**src/rtl/me_sequencer_if.sv**
```systemverilog
// me_sequencer_if -- handshake and ROM-address bundle of the motion-estimation
// sequencer.
//   start      : level request from the controlling block, held for the search
//   completed  : search finished, held until start drops
//   busy       : search in progress
//   AddressR   : reference block ROM address (16x16, row-major)
//   AddressS1  : search window ROM port 1 address (32x32, row-major)
//   AddressS2  : search window ROM port 2 address
//   S1S2mux    : per-PE operand select (1 = S1, 0 = S2)
//   newDist    : one-hot "PE k distance valid" strobe
//   vecY       : vertical candidate index accompanying newDist
// master = controlling block, slave = sequencer.
interface me_sequencer_if;
    logic        start;
    logic        completed;
    logic        busy;
    logic [7:0]  AddressR;
    logic [9:0]  AddressS1;
    logic [9:0]  AddressS2;
    logic [15:0] S1S2mux;
    logic [15:0] newDist;
    logic [3:0]  vecY;

    modport master (
        output start,
        input  completed, busy, AddressR, AddressS1, AddressS2,
               S1S2mux, newDist, vecY
    );

    modport slave (
        input  start,
        output completed, busy, AddressR, AddressS1, AddressS2,
               S1S2mux, newDist, vecY
    );
endinterface

```
**src/rtl/me_sequencer.sv**
```systemverilog
// me_sequencer -- address/strobe sequencer for a 16-PE full-search motion
// estimator (16x16 reference block against a 32x32 search window).
//   clock : system clock, rising edge
//   reset : asynchronous active-high reset
//   bus   : me_sequencer_if.slave (start in; status, ROM addresses, PE select,
//           distance strobes and vecY out)
// A 13-bit counter walks v (vertical candidate), r (block row) and c (column)
// for 4096 cycles, followed by 16 drain cycles that flush the last row of
// distances. ROM addresses are combinational; PE controls are registered so
// they line up with the one-cycle synchronous ROM read.
module me_sequencer (
    input  logic           clock,
    input  logic           reset,
    me_sequencer_if.slave  bus
);

    localparam logic [1:0]  S_IDLE   = 2'd0;
    localparam logic [1:0]  S_RUN    = 2'd1;
    localparam logic [1:0]  S_DONE   = 2'd2;
    localparam logic [12:0] CNT_LAST = 13'd4111;
    localparam logic [12:0] CNT_PIPE = 13'd256;  // first cycle with a full row behind it

    logic [1:0]  state_q, state_d;
    logic [12:0] cnt_q, cnt_d;
    logic [15:0] mux_q, mux_d;
    logic [15:0] nd_q, nd_d;
    logic [3:0]  vecy_q, vecy_d;

    logic [3:0] v, r, c;
    logic [4:0] rv;
    logic       in_win;
    logic       strobe_row;

    assign v = cnt_q[11:8];
    assign r = cnt_q[7:4];
    assign c = cnt_q[3:0];
    assign rv = {1'b0, r} + {1'b0, v};
    assign in_win = (state_q == S_RUN) && !cnt_q[12];
    // Row 0 of a vertical candidate is when the previous candidate's last row
    // has left every PE; the drain cycles (v wraps to 0) flush candidate 15.
    assign strobe_row = (cnt_q >= CNT_PIPE) && (r == 4'd0);

    always_comb begin
        state_d = state_q;
        cnt_d   = cnt_q;
        case (state_q)
            S_IDLE: begin
                if (bus.start) begin
                    state_d = S_RUN;
                    cnt_d   = '0;
                end
            end
            S_RUN: begin
                if (!bus.start) begin
                    state_d = S_IDLE;
                    cnt_d   = '0;
                end else if (cnt_q == CNT_LAST) begin
                    state_d = S_DONE;
                    cnt_d   = '0;
                end else begin
                    cnt_d = cnt_q + 13'd1;
                end
            end
            S_DONE: begin
                if (!bus.start) state_d = S_IDLE;
            end
            default: begin
                state_d = S_IDLE;
                cnt_d   = '0;
            end
        endcase
    end

    // Decode is suppressed on the abort cycle so no strobe follows a dropped start.
    always_comb begin
        mux_d  = '0;
        nd_d   = '0;
        vecy_d = '0;
        if (state_q == S_RUN && bus.start) begin
            for (int k = 0; k < 16; k++) begin
                mux_d[k] = !cnt_q[12] && (c >= 4'(k));
                nd_d[k]  = strobe_row && (c == 4'(k));
            end
            if (strobe_row) vecy_d = v - 4'd1;
        end
    end

    always_ff @(posedge clock or posedge reset) begin
        if (reset) begin
            state_q <= S_IDLE;
            cnt_q   <= '0;
            mux_q   <= '0;
            nd_q    <= '0;
            vecy_q  <= '0;
        end else begin
            state_q <= state_d;
            cnt_q   <= cnt_d;
            mux_q   <= mux_d;
            nd_q    <= nd_d;
            vecy_q  <= vecy_d;
        end
    end

    // (r+v)*32 + c never carries into the r+v field since c < 16; +16 sets bit 4.
    assign bus.AddressR  = in_win ? cnt_q[7:0]     : 8'd0;
    assign bus.AddressS1 = in_win ? {rv, 1'b0, c}  : 10'd0;
    assign bus.AddressS2 = in_win ? {rv, 1'b1, c}  : 10'd0;
    assign bus.busy      = (state_q == S_RUN);
    assign bus.completed = (state_q == S_DONE);
    assign bus.S1S2mux   = mux_q;
    assign bus.newDist   = nd_q;
    assign bus.vecY      = vecy_q;

endmodule

```
**src/flat_wrapper.sv**
```systemverilog
// flat-port wrapper written by rule: the top's interface ports become plain ports
module me_sequencer_flat 
  (clock, reset, bus_start, bus_completed, bus_busy, bus_AddressR, bus_AddressS1, bus_AddressS2, bus_S1S2mux, bus_newDist, bus_vecY);
  me_sequencer_if bus_i ();
  input  logic clock;
  input  logic reset;
  input wire logic [$bits(bus_i.start)-1:0] bus_start;
  output wire logic [$bits(bus_i.completed)-1:0] bus_completed;
  output wire logic [$bits(bus_i.busy)-1:0] bus_busy;
  output wire logic [$bits(bus_i.AddressR)-1:0] bus_AddressR;
  output wire logic [$bits(bus_i.AddressS1)-1:0] bus_AddressS1;
  output wire logic [$bits(bus_i.AddressS2)-1:0] bus_AddressS2;
  output wire logic [$bits(bus_i.S1S2mux)-1:0] bus_S1S2mux;
  output wire logic [$bits(bus_i.newDist)-1:0] bus_newDist;
  output wire logic [$bits(bus_i.vecY)-1:0] bus_vecY;
  assign bus_i.start = bus_start;
  assign bus_completed = bus_i.completed;
  assign bus_busy = bus_i.busy;
  assign bus_AddressR = bus_i.AddressR;
  assign bus_AddressS1 = bus_i.AddressS1;
  assign bus_AddressS2 = bus_i.AddressS2;
  assign bus_S1S2mux = bus_i.S1S2mux;
  assign bus_newDist = bus_i.newDist;
  assign bus_vecY = bus_i.vecY;
  me_sequencer u_core (.clock(clock), .reset(reset), .bus(bus_i));
endmodule
```
**config.mk**
```make
export PLATFORM = sky130hd
export DESIGN_NAME = me_sequencer_flat
export DESIGN_NICKNAME = d
export VERILOG_FILES = /design/src/rtl/me_sequencer_if.sv /design/src/rtl/me_sequencer.sv /design/src/flat_wrapper.sv
export SDC_FILE = /design/constraint.sdc
export NUM_CORES = 1
export LEC_CHECK = 0
export ABC_AREA = 1
export BUFFER_PORTS_ARGS = -buffer_cell sky130_fd_sc_hd__buf_4
export CAP_MARGIN = 5
export CORE_MARGIN = 2
export CORE_UTILIZATION = 50
export CTS_BUF_LIST = sky130_fd_sc_hd__clkbuf_4
export DETAILED_ROUTE_END_ITERATION = 10
export PLACE_DENSITY = 0.77
export SYNTH_ARGS = -nofsm -noshare
export SYNTH_HDL_FRONTEND = slang
export SYNTH_SLANG_ARGS = --single-unit
```
**constraint.sdc**
```tcl
create_clock -name clock -period 2.35 [get_ports clock]
set_input_delay 0.3525 -clock clock [delete_from_list [all_inputs] [get_ports clock]]
set_output_delay 0.3525 -clock clock [all_outputs]
set_load 0.01 [all_outputs]
```
==> results.json, run 1 <==
{
  "hp-class": "in2async",
  "fin_skew_ns": 0.01059,
  "yosysWarningCount": 0,
  "power_switching_mw": 0.4628,
  "final_util_pct": 64.23,
  "drt-total-wl_um": 5301,
  "wl_per_cell_um": 12.53,
  "cp-start-kind": "flop",
  "crit_fanout": 5,
  "power_density_nw_per_um2": 541.1,
  "initial_core_util_pct": 52.62,
  "worstSkewPairLatency_ns": 0.36,
  "clock_power_share_pct": 28.6,
  "drtIter0Drc": 129,
  "stdcell_area_sq_um": 3094,
  "ant_nets": 0,
  "cts_buffer_depth": 2,
  "htree_num_levels": 2,
  "cts_root_buf": "clkbuf_4",
  "tritoncts": "yes",
  "p_int_mw": 1.212,
  "syn_inst": 297,
  "die_area_sq_um": 5655,
  "tns_ns": 0,
  "min_period_ns": 2.213,
  "outcome": "finished, final reports clean",
  "worstReg2RegStart": "u_core.cnt_q[8]$_DFFE_PP0P_",
  "grt_remaining_overflow": 0,
  "drive_gt1_share_pct": 26.97,
  "worst_pin_slew_ns": 0.6001,
  "synth_cell_types": 27,
  "sw_frac_of_total_pct": 27.64,
  "place_congestion": 0.9552,
  "layout.nets": 372,
  "boundaryPins": 69,
  "numCtsBuffers": 5,
  "r2r_setup_slack_ns": 0.62,
  "p_leak_nw": 1.650,
  "yosysSeqAreaShare_pct": 50.35,
  "core_area_sq_um": 4817,
  "place_hpwl_um": 4036,
  "syn_nets": 313,
  "dieWidth_um": 75.20,
  "area_growth_syn_to_layout_pct": 22.06,
  "finalHoldViolCount": 0,
  "whs_ns": 0.1379,
  "cp_data_arrival_time_ns": 1.86,
  "setup_violations": 0,
  "syn-mean-instance-area_sq_um": 8.535,
  "numClockSinks": 51,
  "synth-seq-cells": 51,
  "slew_violations": 0,
  "drc": 0,
  "grt_usage_pct": 19.98,
  "dr_total_vias": 2024,
  "grt_max_degree": 52,
  "slew_headroom_pct": 59.99,
  "rsz0062_at_grt": "false",
  "worstSetupPathType": "reg2out",
  "viasPerCell": 4.785,
  "seqPwrFrac_pct": 55.2,
  "drt_pass1_iterations": 4,
  "grt_pass1_wl_um": 8514,
  "placedInstanceArea_sq_um": 2997,
  "period_share_pct": 94.17,
  "max_cap_viol_count": 0,
  "clk_pin_slew_worst_paths_ns": 0.14,
  "antenna_found_initial": 0,
  "r2r_cells": 10,
  "core.rowCount": 25,
  "required_ns": 2.00,
  "io_buffers": 67,
  "end_kind": "output port",
  "comb_power_share_pct": 16.3,
  "r2r_end": "u_core.cnt_q[3]$_DFFE_PP0P_",
  "grt_pass1_vias": 1815,
  "max_freq_mhz": 451.9,
  "ir_drop_v": 0.0003360,
  "die_h_um": 75.20,
  "antenna_cells": 0,
  "synth_area_sq_um": 2535
}
[layout by cell type, fill, tap and decap left out, drive strengths merged, types with 2 or more instances in the layout]
master,netlist,layout
nand3,14,14
a21oi,15,15
nor2,56,56
inv,36,36
nand4,6,6
ha,12,12
dfrtp,51,51
clkbuf,1,5
nor3,9,9
o21ai,9,9
buf,19,72
nand2,59,59
nor3b,2,2
xor2,2,2
[kinds of logic (layout without fill, tap and decap cells)]
family	count (synthesis)	count (layout)	synth area share, %
and+or+nand+nor	147	147	25.32
buffers and inverters	56	115	11.15
adders and majority gates	13	13	6.713
other	1	1	0.1479
DFF	51	51	50.35
AOI/OAI and AO/OA	26	26	5.281
xor gates and xnor gates	3	3	1.037
[area by class of cell]
| type | instances | area, sq um |
|---|---|---|
| tap | 67 | 83.83 |
| inverter | 36 | 135.1 |
| multi-input combinational | 190 | 978.4 |
| clock buffer | 5 | 37.54 |
| sequential | 51 | 1281 |
| fill | 447 | 1723 |
| clock inverter | 2 | 37.54 |
| timing repair buffer | 72 | 540.5 |
[state kept, by name (all words and copies together), names as in the netlist]
signal              flops
u_core.bus.S1S2mux     16
u_core.bus.newDist     16
u_core.bus.vecY         4
u_core.cnt_q           13
u_core.state_q          2
[synth_stat cells]
| cell | n | share of area [%] |
|---|---|---|
| buf_4 | 17 | 5.0 |
| nor2_2 | 3 | 0.74 |
| nand3_1 | 14 | 2.8 |
| nand4_1 | 6 | 1.5 |
| conb_1 | 1 | 0.15 |
| ha_1 | 12 | 5.9 |
| xnor2_1 | 1 | 0.35 |
| buf_6 | 1 | 0.44 |
| a21oi_1 | 15 | 3.0 |
| nor2_1 | 51 | 7.6 |
| nor3b_1 | 2 | 0.59 |
| xor2_1 | 2 | 0.69 |
| nor2_4 | 2 | 0.89 |
| fa_1 | 1 | 0.79 |
| o21ai_0 | 9 | 1.8 |
| inv_2 | 1 | 0.15 |
| clkbuf_1 | 1 | 0.15 |
| buf_2 | 1 | 0.20 |
| o21a_1 | 1 | 0.30 |
| inv_1 | 35 | 5.2 |
| nand2_2 | 3 | 0.74 |
| nand3b_1 | 1 | 0.30 |
| nor3_2 | 1 | 0.39 |
| nand2_1 | 56 | 8.3 |
| dfrtp_1 | 51 | 50 |
| nor3_1 | 8 | 1.6 |
| a31oi_1 | 1 | 0.25 |
[metal layers]
layer | global-route usage [%] | wire length [um] | vias up
li1 | - | - | 1028
met1 | 25.32 | 2195 | 922
met2 | 34.99 | 2725 | 69
met3 | 4.284 | 325 | 5
met4 | 4.873 | 55 | 0
met5 | 0 | 0 | -
[worst max path at each step]
stage,cells after the start,slack [ns],to,from
finish,7,0.14,bus_AddressS2[9],u_core.cnt_q[8]$_DFFE_PP0P_
detailed placement,7,0.38,bus_AddressS2[9],u_core.cnt_q[4]$_DFFE_PP0P_
global placement,7,0.47,bus_AddressS2[9],u_core.cnt_q[4]$_DFFE_PP0P_
floorplan,7,0.47,bus_AddressS2[9],u_core.cnt_q[4]$_DFFE_PP0P_
global route,7,0.005,bus_AddressS1[9],u_core.cnt_q[8]$_DFFE_PP0P_
CTS,7,0.01,bus_AddressS2[9],u_core.cnt_q[8]$_DFFE_PP0P_
[stage by stage]
| step | setup WS (ns) | std cells | total power, mW |
|---|---|---|---|
| CTS | 0.01027 | 422 | 1.686 |
| detailed placement | 0.3842 | 414 | 1.214 |
| global placement | 0.4717 | 414 | 1.211 |
| finish | 0.1371 | 423 | 1.674 |
| floorplan | 0.4685 | 297 | 1.134 |
| global route | 0.004759 | 423 | 1.758 |
[timing repair]
action,CTS,global route
hold buffers,0,0
cloned,0,0
gates resized for setup,2,5
setup buffers,1,1
setup endpoints to repair,2,15
[critical path, stage by stage, from the launching register on]
cell     delay (ns)
dfrtp_2        0.46
ha_2           0.19
fa_1           0.37
nand2_1        0.07
inv_1          0.05
o21ai_1        0.12
a21oi_1        0.09
buf_4          0.15
[power by group through the flow]
stage	sequential [mW]	clock (mW)	combinational, mW
global placement	0.940	0	0.271
finish	0.924	0.478	0.272
CTS	0.924	0.488	0.274
floorplan	0.938	0	0.196
global route	0.930	0.519	0.309
detailed placement	0.941	0	0.273
Power figures use the tool's default switching activity.
==> inputs of run 2 (changes only) <==
==> constraint.sdc (replaced) <==
create_clock -name clock -period 2.65 [get_ports clock]
set_input_delay 0.3975 -clock clock [delete_from_list [all_inputs] [get_ports clock]]
set_output_delay 0.3975 -clock clock [all_outputs]
set_load 0.01 [all_outputs]
==> run 2 against run 1 <==
  * Power is 16% lower
  * Final area is 1.5% lower
  * Sequential share of layout area is 0.48 points higher
  * Count of clock-buffer cells in the layout stayed put
  * Global-route usage is 0.38 points lower
  * Sequential cell count stayed put
  * Clock skew is 0.0026 ns lower
  * Core utilization is 0.99 points lower
  * Critical endpoint unchanged
==> results.json, run 2 (synthesis results as in run 1) <==
{
  "outcome": "finished, final reports clean",
  "cp-start-kind": "flop",
  "fin_skew_ns": 0.007958,
  "hp-class": "in2async",
  "drive_gt1_share_pct": 24.58,
  "slew_violations": 0,
  "clk_pin_slew_worst_paths_ns": 0.14,
  "power_mw": 1.401,
  "tritoncts": "yes",
  "tns_ns": 0,
  "place_ws_ns": 0.6597,
  "antenna_cells": 0,
  "cp_data_arrival_time_ns": 2.00,
  "viasPerCell": 4.822,
  "setup_ws_ns": 0.2539,
  "ant_nets": 0,
  "setup_violations": 0,
  "finalHoldViolCount": 0,
  "cp_slowest_cell": "dfrtp_1",
  "worstSkewPairLatency_ns": 0.36,
  "grt_pass1_wl_um": 8314,
  "dr_total_vias": 2030,
  "worstSetupPathType": "reg2out",
  "grt_pass1_vias": 1826,
  "grt_remaining_overflow": 0,
  "layout.nets": 369,
  "die_area_sq_um": 5655,
  "drt-total-wl_um": 5169,
  "slew_headroom_pct": 66.10,
  "wl_per_cell_um": 12.28,
  "grt_usage_pct": 19.59,
  "cts_setup_buffers": 0,
  "place_congestion": 0.9747,
  "placedInstanceArea_sq_um": 2989,
  "drtIter0Drc": 104,
  "path_cells": "ha_1 -> fa_1 -> nand2_1 -> inv_1 -> o21ai_0 -> a21oi_1 -> buf_4",
  "numClockSinks": 51,
  "required_ns": 2.25,
  "grt_max_degree": 28,
  "placedCellCount": 413,
  "core.rowCount": 25,
  "area_growth_syn_to_layout_pct": 20.19,
  "max_cap_viol_count": 0,
  "slowest_delay_ns": 0.48,
  "cts_root_buf": "clkbuf_4",
  "boundaryPins": 69,
  "dieWidth_um": 75.20,
  "max_freq_mhz": 417.3,
  "period_share_pct": 90.42,
  "drt_pass1_iterations": 4,
  "initial_core_util_pct": 52.62,
  "die_h_um": 75.20,
  "final_cell_mix": "buf_4, nand2_1, nor2_1, dfrtp_1, inv_1",
  "min_period_ns": 2.396,
  "final_util_pct": 63.25,
  "stdcell_area_sq_um": 3047,
  "final_common_cell": "buf_4",
  "cts-resized-gates": 0,
  "cts_buffer_depth": 2,
  "io_buffers": 67,
  "antenna_found_initial": 0,
  "ctsHoldBuffers": 0,
  "htree_num_levels": 2,
  "rsz0062_at_grt": "false",
  "ir_drop_v": 0.0002140,
  "post_layout_nonfiller_instances": 421,
  "whs_ns": 0.04847,
  "drc": 0,
  "p_leak_nw": 1.636,
  "power_density_nw_per_um2": 460.0,
  "crit_fanout": 7,
  "worst_pin_slew_ns": 0.5078,
  "end_kind": "output port",
  "place_hpwl_um": 3942,
  "numCtsBuffers": 5,
  "core_area_sq_um": 4817
}
## run 2: cell type report
cell class              instances  area, sq um
multi-input cells             190        975.9
clock inverters                 3        20.02
inverters                      36        135.1
well taps                      67        83.83
repair buffers                 69        518.0
fillers                       442         1770
clock buffers                   5        37.54
flip-flops and latches         51         1276
## run 2: worst max-delay path, delay by kind of cell (launching register included)
family / cells / cell delay [ns]
flip-flops: 1 / 0.48
AND/OR/NAND/NOR: 1 / 0.07
buffers and inverters: 2 / 0.21
adder cells (fa/ha/maj): 2 / 0.64
AO/OA/AOI/OAI: 2 / 0.24
## run 2: report_power, final
part / switching [mW] / internal [mW] / leakage (nW) / total (mW)
combinational: 0.157 / 0.0834 / 0.901 / 0.240
clock: 0.239 / 0.102 / 0.0288 / 0.341
sequential: 0.0221 / 0.798 / 0.706 / 0.820
## run 2: worst paths after layout
kind	startpoint	endpoint	slack, ns	cells past startpoint
worst max-delay path	u_core.cnt_q[4]$_DFFE_PP0P_	bus_AddressS2[9]	0.25	7
worst min-delay path	reset	u_core.bus.newDist[5]$_DFF_PP0_	0.05	2
worst max register to register	u_core.cnt_q[0]$_DFFE_PP0P_	u_core.cnt_q[3]$_DFFE_PP0P_	0.94	8
worst min register to register	u_core.cnt_q[1]$_DFFE_PP0P_	u_core.bus.newDist[8]$_DFF_PP0_	0.54	1
max in group asynchronous	reset	u_core.cnt_q[2]$_DFFE_PP0P_	1.89	3
min in group clock	bus_start	u_core.state_q[1]$_DFFE_PP0P_	0.32	3
## run 2: per-layer routing
| metal | wire length (um) | GRT usage, % | part of all wire (%) |
|---|---|---|---|
| met1 | 2268 | 24.09 | 44 |
| met2 | 2589 | 34.99 | 50 |
| met3 | 270 | 4.552 | 5.2 |
| met4 | 41 | 4.678 | 0.79 |
| met5 | 0 | 0 | 0 |
